==> config.mk <==
export PLATFORM = sky130hd
export DESIGN_NAME = bcd_frame_counter
export DESIGN_NICKNAME = d
export VERILOG_FILES = /design/src/rtl/bcd_frame_counter_pkg.sv /design/src/rtl/bcd_digit.sv /design/src/rtl/bcd_frame_counter.sv
export SDC_FILE = /design/constraint.sdc
export NUM_CORES = 1
export LEC_CHECK = 0
export CORE_ASPECT_RATIO = 1.25
export CORE_MARGIN = 5
export CORE_UTILIZATION = 61
export CTS_CLUSTER_SIZE = 12
export DETAILED_ROUTE_END_ITERATION = 10
export PLACE_DENSITY = 0.81
export SYNTH_ARGS = -nofsm -noshare
export SYNTH_HDL_FRONTEND = slang
export SYNTH_SLANG_ARGS = --single-unit
==> constraint.sdc <==
create_clock -name clk -period 5.48 [get_ports clk]
set_input_delay 0.548 -clock clk [delete_from_list [all_inputs] [get_ports clk]]
set_output_delay 0.548 -clock clk [all_outputs]
set_load 0.05 [all_outputs]
==> src/rtl/bcd_frame_counter_pkg.sv <==
// Shared display constants and BCD helpers for the frame counter and
// downstream digit decoder/bitmap stages.
package bcd_frame_counter_pkg;

  localparam int unsigned DIGIT_W    = 4;
  localparam int unsigned NUM_DIGITS = 4;
  localparam int unsigned COUNT_W    = DIGIT_W * NUM_DIGITS;
  localparam int unsigned SEL_W      = 2;
  localparam int unsigned PRESC_W    = 8;
  localparam int unsigned PEND_W     = 2;
  localparam int unsigned OUTST_W    = 3;

  typedef logic [DIGIT_W-1:0] bcd_t;

  localparam bcd_t              BCD_MAX  = 4'd9;
  localparam logic [PEND_W-1:0] PEND_MAX = 2'd3;

  // Next BCD value; anything at or above 9 folds back to 0.
  function automatic bcd_t bcd_next(input bcd_t d);
    return (d >= BCD_MAX) ? '0 : bcd_t'(d + 4'd1);
  endfunction

endpackage

==> src/rtl/bcd_digit.sv <==
// One registered BCD digit of the ripple-carry counter chain.
module bcd_digit
  import bcd_frame_counter_pkg::*;
(
  input  logic clk,
  input  logic reset,
  input  logic i_clear,
  input  logic i_carry_in,
  output bcd_t o_digit,
  output logic o_carry_out_c
);

  bcd_t r_digit;

  always_ff @(posedge clk or negedge reset) begin
    if (!reset) begin
      r_digit <= '0;
    end else if (i_clear) begin
      r_digit <= '0;
    end else if (i_carry_in) begin
      r_digit <= bcd_next(r_digit);
    end
  end

  assign o_digit       = r_digit;
  assign o_carry_out_c = i_carry_in && (r_digit == BCD_MAX);

endmodule

==> src/rtl/bcd_frame_counter.sv <==
// Four-digit BCD counter advanced by a vsync prescaler and external requests,
// with a per-frame display latch and a registered rollover pulse.
module bcd_frame_counter
  import bcd_frame_counter_pkg::*;
#(
  parameter int unsigned PRESCALE = 60
) (
  input  logic             clk,
  input  logic             reset,
  input  logic             vsync,
  input  logic             enable,
  input  logic             clear,
  input  logic             inc,
  input  logic [SEL_W-1:0] digit_sel,
  output bcd_t             digit,
  output logic             wrap
);

  localparam logic [PRESC_W-1:0] PRESC_LAST = PRESC_W'(PRESCALE - 32'd1);

  logic                r_vsync_q;
  logic                r_armed;
  logic [PRESC_W-1:0]  r_presc;
  logic [PEND_W-1:0]   r_pending;
  logic [COUNT_W-1:0]  r_display;
  logic                r_wrap;

  logic                w_frame_tick;
  logic                w_presc_last;
  logic                w_sec_tick;
  logic                w_do_inc;
  logic [OUTST_W-1:0]  w_outstanding;
  logic [PEND_W-1:0]   w_pend_next;
  logic [NUM_DIGITS:0] w_carry;
  logic [COUNT_W-1:0]  w_count;

  // r_armed blocks a tick until vsync has been seen low after reset.
  assign w_frame_tick  = vsync & ~r_vsync_q & r_armed;
  assign w_presc_last  = (r_presc == PRESC_LAST);
  assign w_sec_tick    = w_frame_tick & enable & w_presc_last;
  assign w_outstanding = OUTST_W'(r_pending) + OUTST_W'(w_sec_tick) + OUTST_W'(inc);
  assign w_do_inc      = ~clear & (w_outstanding != '0);

  // One increment per cycle; the excess is carried forward, saturating at 3.
  always_comb begin
    w_pend_next = '0;
    if (w_outstanding > OUTST_W'(PEND_MAX)) begin
      w_pend_next = PEND_MAX;
    end else if (w_outstanding != '0) begin
      w_pend_next = PEND_W'(w_outstanding - OUTST_W'(1));
    end
  end

  assign w_carry[0] = w_do_inc;

  for (genvar g = 0; g < NUM_DIGITS; g++) begin : g_digit
    bcd_digit u_digit (
      .clk           (clk),
      .reset         (reset),
      .i_clear       (clear),
      .i_carry_in    (w_carry[g]),
      .o_digit       (w_count[g*DIGIT_W +: DIGIT_W]),
      .o_carry_out_c (w_carry[g+1])
    );
  end

  always_ff @(posedge clk or negedge reset) begin
    if (!reset) begin
      r_vsync_q <= 1'b0;
      r_armed   <= 1'b0;
      r_presc   <= '0;
      r_pending <= '0;
      r_display <= '0;
      r_wrap    <= 1'b0;
    end else begin
      r_vsync_q <= vsync;
      r_armed   <= r_armed | ~vsync;
      if (clear) begin
        r_presc   <= '0;
        r_pending <= '0;
        r_display <= '0;
        r_wrap    <= 1'b0;
      end else begin
        if (w_frame_tick && enable) begin
          r_presc <= w_presc_last ? '0 : PRESC_W'(r_presc + 8'd1);
        end
        r_pending <= w_pend_next;
        // Display takes the pre-increment count so a frame shows one stable value.
        if (w_frame_tick) begin
          r_display <= w_count;
        end
        r_wrap <= w_carry[NUM_DIGITS];
      end
    end
  end

  always_comb begin
    digit = '0;
    case (digit_sel)
      2'd0:    digit = r_display[0*DIGIT_W +: DIGIT_W];
      2'd1:    digit = r_display[1*DIGIT_W +: DIGIT_W];
      2'd2:    digit = r_display[2*DIGIT_W +: DIGIT_W];
      default: digit = r_display[3*DIGIT_W +: DIGIT_W];
    endcase
  end

  assign wrap = r_wrap;

endmodule

; Word level (Yosys, flattened, before mapping)
; Cells that the tools add are included.
[word_totals]
register_bits = 45
in_bits = 8
out_inout_bits = 5
word_cells = 74
[classes]
addsub = 8
magnitude_cmp = 5
n_eq_ne = 7
muxes = 22
n_bitwise = 9
reduce_logical = 13
[ops]
columns = op, n
row1 = 4-bit 2-to-1 mux, 12
row2 = 16-bit 2-to-1 mux, 2
row3 = 8-bit 2-to-1 mux, 3
row4 = 4-bit by 1-bit adder with 4-bit output (second input constant), 4
row5 = 4-bit == test (second input constant), 4
row6 = 4-bit greater-or-equal comparator (second input constant), 4
row7 = 4-bit case mux with 3 select lines, 1
row8 = 2-bit nonzero test, 6
row9 = 8-bit by 1-bit adder with 8-bit output (second input constant), 1
row10 = 8-bit by 6-bit == test with 1-bit output (second input constant), 1
row11 = 2-bit 2-to-1 mux, 3
row12 = 1-bit bitwise AND, 5
row13 = 1-bit logical AND, 5
row14 = 2-bit by 1-bit adder with 3-bit output, 1
row15 = 3-bit by 1-bit adder with 3-bit output, 1
row16 = 3-bit by 2-bit > comparator with 1-bit output (second input constant), 1
row17 = 1-bit inverter, 3
row18 = 3-bit nonzero test, 1
row19 = 2-bit by 1-bit == test with 1-bit output (second input constant), 1
row20 = 2-bit == test (second input constant), 1
row21 = 2-bit logical NOT, 1
row22 = 2-bit by 1-bit subtractor with 2-bit output (second input constant), 1
row23 = 1-bit 2-to-1 mux, 1
row24 = 1-bit bitwise OR, 1

; Longest topological paths before layout
[logic_depth]
word_depth = 14
mapped_depth = 14
mapped_depth_nobuf = 11

; By module
; A second synthesis with hierarchy kept.
[hier_totals]
hier_cells = 251
hier_area_um2 = 2512.4
[by_module_without_submodules]
columns = mod, instances, cells_per_inst, area_per_inst_um2, seq_area_each_um2
row1 = bcd_frame_counter, 1, 143, 1436.4, 725.7
row2 = bcd_digit, 4, 27, 269.0, 100.1

; Worst setup path before layout
; Ideal clock, no wire load.
[synth_path]
path_kind = reg2reg
start = reg r_presc[0]
end = reg g_digit[3].u_digit.r_digit[3]
setup_ns = 0.121
t_arrival_ns = 2.926
required_ns = 5.359
path_slack_ns = 2.432
stages_incl_launch_ff = 14
path_buffers = 2
synth_period_minus_slack_ns = 3.048
cell_sequence = dfrtp_1 -> ha_1 -> nand3b_1 -> or4_1 -> buf_2 -> nand2b_1 -> fa_1 -> inv_1 -> ha_1 -> or3b_1 -> buf_6 -> nand3_1 -> nor3_1 -> o221a_4
[synth_between]
elab_chain_cells = 10
[synth_rtl]
columns = item, line_no
row1 = "start, declared", bcd_frame_counter.sv:23  ; logic [PRESC_W-1:0] r_presc;
row2 = "start signal, assigned", bcd_frame_counter.sv:85  ; r_presc <= w_presc_last ? '0 : PRESC_W'(r_presc + 8'd1);
row3 = 8-bit by 6-bit == test with 1-bit output, bcd_frame_counter.sv:39  ; assign w_presc_last = (r_presc == PRESC_LAST);
row4 = 1-bit bitwise AND, bcd_frame_counter.sv:40  ; assign w_sec_tick = w_frame_tick & enable & w_presc_last;
row5 = 2-bit by 1-bit adder with 3-bit output, bcd_frame_counter.sv:41  ; assign w_outstanding = OUTST_W'(r_pending) + OUTST_W'(w_sec_tick) + OUTST_W'(inc);
row6 = 3-bit by 1-bit adder with 3-bit output, bcd_frame_counter.sv:41
row7 = 3-bit nonzero test, bcd_frame_counter.sv:42  ; assign w_do_inc = ~clear & (w_outstanding != '0);
row8 = 1-bit bitwise AND, bcd_frame_counter.sv:42
row9 = 1-bit logical AND (3 in a row), bcd_digit.sv:26  ; assign o_carry_out_c = i_carry_in && (r_digit == BCD_MAX);
row10 = 2-bit nonzero test (no source line), -
row11 = "end signal, assigned", bcd_digit.sv:21  ; r_digit <= bcd_next(r_digit);
row12 = "end, declared", bcd_digit.sv:13  ; bcd_t r_digit;
; Every way passes these cells.
; A chain may end at the register's enable or synchronous reset.

; Worst setup path after layout
[layout_path]
start = in vsync
end = reg g_digit[3].u_digit.r_digit[3]
[layout_between]
elab_chain_cells = 12
[layout_rtl]
columns = item, line_no
row1 = "start, declared", bcd_frame_counter.sv:10  ; input logic vsync,
row2 = 1-bit bitwise AND (2 in a row), bcd_frame_counter.sv:38  ; assign w_frame_tick = vsync & ~r_vsync_q & r_armed;
row3 = 1-bit bitwise AND (2 in a row), bcd_frame_counter.sv:40
row4 = 2-bit by 1-bit adder with 3-bit output, bcd_frame_counter.sv:41
row5 = 3-bit by 1-bit adder with 3-bit output, bcd_frame_counter.sv:41
row6 = 3-bit nonzero test, bcd_frame_counter.sv:42
row7 = 1-bit bitwise AND, bcd_frame_counter.sv:42
row8 = 1-bit logical AND (3 in a row), bcd_digit.sv:26
row9 = 2-bit nonzero test (no source line), -
; Every way passes these cells.

==> metrics.md <==
| Metric | Value |
|---|---|
| Sequential power share | 0.545 |
| Die Ht | 81.6 um |
| FF+latch count, synth | 45 |
| Min cycle time layout | 3660 ps |
| Internal | 0.480 mW |
| NetSw | 0.140 mW |
| Mapped Area | 0.00250 mm2 |
| Total negative setup slack | 0 ps |
| Final Hold Fails | 0 |
| Hold slack final | 409 ps |
| Kind of critical path | in2reg |
| RR Startpoint | r_presc[0] |
| Die width | 67.3 um |
| Setup repair bufs after CTS | 0 |
| Nets | 289 |
| DP HPWL | 3.47 mm |
| Drt pass-1 iters | 5 |
| WP data required | 5670 ps |
| Max VDD drop | 0.000125 V |
| Initial antenna violation count | 0 |
| CP delay by family, top | simple AND/OR/NAND/NOR gates |
| Antenna viol nets, final | 0 |
| Commonest non-fill, non-tap cell in the layout | nand2_1 |
| # rows | 26 |
| Cts repair resizes | 0 |
| CP max-delay cell | and3b_1 |
| Wirelength per Cell | 15.3 um |
| Synth Area per Inst | 9.73 um2 |
| Clock Power Share | 0.389 |
| Pwr/cell area | 227 mW/mm2 |
| # setup viols final | 0 |
| Core Region | 0.00403 mm2 |
| Slew Limit Fails | 0 |
| TritonCTS buffer count | 5 |
| Drt initial violations | 181 |
| Die area | 0.00549 mm2 |
| Synth cell types | 52 |
| Cells after Synth | 257 |
| Area Growth Syn to Fin | 9.40% |
| Via count | 1862 |
| Sequential-to-total area share from yosys stat | 0.450 |
| Commonest cells after routing, fill and taps aside | 47 x nand2_1, 45 x dfrtp_1, 34 x a21oi_1 |
| Total detailed-routing wirelength | 4.92 mm |
| Port-buffer cells | 12 |
| Pre-CTS WS | 1530 ps |
| CP Cell Sequence | clkdlybuf4s50_1, and3b_1, and2_1, nand2b_1, fa_1, inv_1, ha_1, or3b_1, nand3_1, nor3_1, o221a_4 |
| Synthesis Warnings | 0 |
| Max-cap violation count | 0 |
| Dominant synthesized flop cell | dfrtp_1 |
| Diodes inserted | 0 |
| Status | completed |
| Combinational Power Share | 0.067 |
| Crit-path max cell delay | 550 ps |
| Hold_buf cts | 0 |
| Synth top area share | 0.450 |
| Top cells by area, synth | dfrtp_1 45%, nand2_1 7.1%, ha_1 7.0%, a21oi_1 6.8%, mux4_2 3.6% |
| Worst skew pair latency | 300 ps |
| Vias per inst | 5.78 |
| Max Root-Sink Buffers | 2 |
| Clock-pin slew on the worst setup and hold paths | 90 ps |
| Placer Congestion | 0.859 |
| CTS Sinks | 45 |
| CP bufs+invs | 2 |
| Ratio of cells with drive above 1 in the final layout | 0.0865 |
| # H-tree levels | 2 |
| RSZ-0062 raised after global routing | false |
| Root buf cell | clkbuf_8 |
| Startpoint class of the critical path | primary input |
| Number of global-route vias before repair | 1850 |
| Starting Density | 0.620 |
| LEAKAGE | 1.20 nW |
| Synth Net Count | 280 |
| CTS tree | built |
| Crit-path max FO | 17 |
| IO Pins | 13 |
| Global-route wire length before repair | 8.54 mm |
| Drc violations | 0 |
| Rel. slew slack | 0.347 |
| Gr ovfl total | 0 |
| Final period utilization | 0.667 |
| Worst Path Arrival | 3850 ps |
| Largest area contributor in the netlist | dfrtp_1 |
| Fmax | 274 MHz |
| Switching part of the total | 0.225 |
| Max Clock Skew | 9.57 ps |
| Min-Delay Path Class | in2async |
| Final Worst Setup Slack | 1820 ps |
| Pin count of the biggest net entering global routing | 46 |
| Worst Tran Pin Value | 979 ps |
| Critical Path Source | vsync |
| EDFF count, synth | 0 |
| Post-synth ARST share | 1.00 |
| Crit end category | flop |
| Total GRT Usage | 0.207 |
==> power by group through the flow <==
stage	sequential [mW]	clock, mW	combinational, mW
CTS	0.338	0.246	0.0421
global placement	0.344	0	0.0411
finish	0.338	0.241	0.0413
floorplan	0.343	0	0.0244
global route	0.338	0.261	0.0471
detailed placement	0.344	0	0.0416
==> worst register-to-register path: stages, from the launching register on <==
cell,delay [ps]
dfrtp_1,400
ha_1,240
nand3b_1,90
or4_1,570
nand2b_1,220
fa_1,360
inv_1,60
ha_1,260
or3b_1,510
nand3_1,220
nor3_1,100
o221a_4,260
==> Yosys cell counts, drive strengths merged (2+ instances only) <==
master	count
nor3	2
o22ai	3
a21oi	34
ha	14
and3b	3
nand4	3
buf	8
nand2	48
nor4	2
and3	3
o21ai	8
nor2	9
nand2b	2
or4	2
nand4b	2
mux4	4
or3b	4
nor3b	2
a31oi	2
nand3	11
clkbuf	3
o31ai	4
nand3b	4
inv	18
dfrtp	45
==> stage by stage <==
step	cells	cell area [um2]	utilization	power [mW]
final	322	2740	0.678	0.620
after global routing	322	2740	0.678	0.646
after CTS	322	2740	0.678	0.626
after detailed placement	315	2630	0.653	0.386
after global placement	315	2630	0.653	0.385
after floorplan	257	2500	-	0.368
==> state kept, by name, indices dropped and copies added (netlist names) <==
name and count:
g_digit.u_digit.o_digit 16, r_vsync_q 1, wrap 1, r_armed 1
r_presc 8, r_pending 2, r_display 16
==> cell type report <==
type | instances | area (um2)
multi-input combinational | 183 | 1250
sequential | 45 | 1130
clock buffer | 5 | 68.8
fill | 345 | 1300
clock inverter | 2 | 35.0
tap | 56 | 70.1
inverter | 18 | 67.6
timing repair buffer | 13 | 123
==> kinds of logic after synthesis <==
group | share of synthesized area
simple gates | 0.217
compound gates | 0.160
flops | 0.450
buf+inv | 0.0515
fa+ha+maj | 0.0780
mux | 0.0360
xor+xnor | 0.00700
==> worst paths after layout <==
check	end	slack, ps	cells past startpoint
min in group clk	r_presc[4]	530	1
worst max-delay path	g_digit[3].u_digit.o_digit[3]	1820	11
worst min register to register	r_presc[4]	530	1
max in group asynchronous	g_digit[1].u_digit.o_digit[0]	4460	1
worst max register to register	g_digit[3].u_digit.o_digit[3]	2110	11
worst min-delay path	g_digit[2].u_digit.o_digit[1]	410	1
==> per-layer routing <==
metal	global-route usage	vias up	wire, um
li1	-	920	-
met1	0.254	908	2110
met2	0.356	28	2610
met3	0.0342	6	141
met4	0.0872	0	60
met5	0	-	0
(Power assumes the default switching activity.)
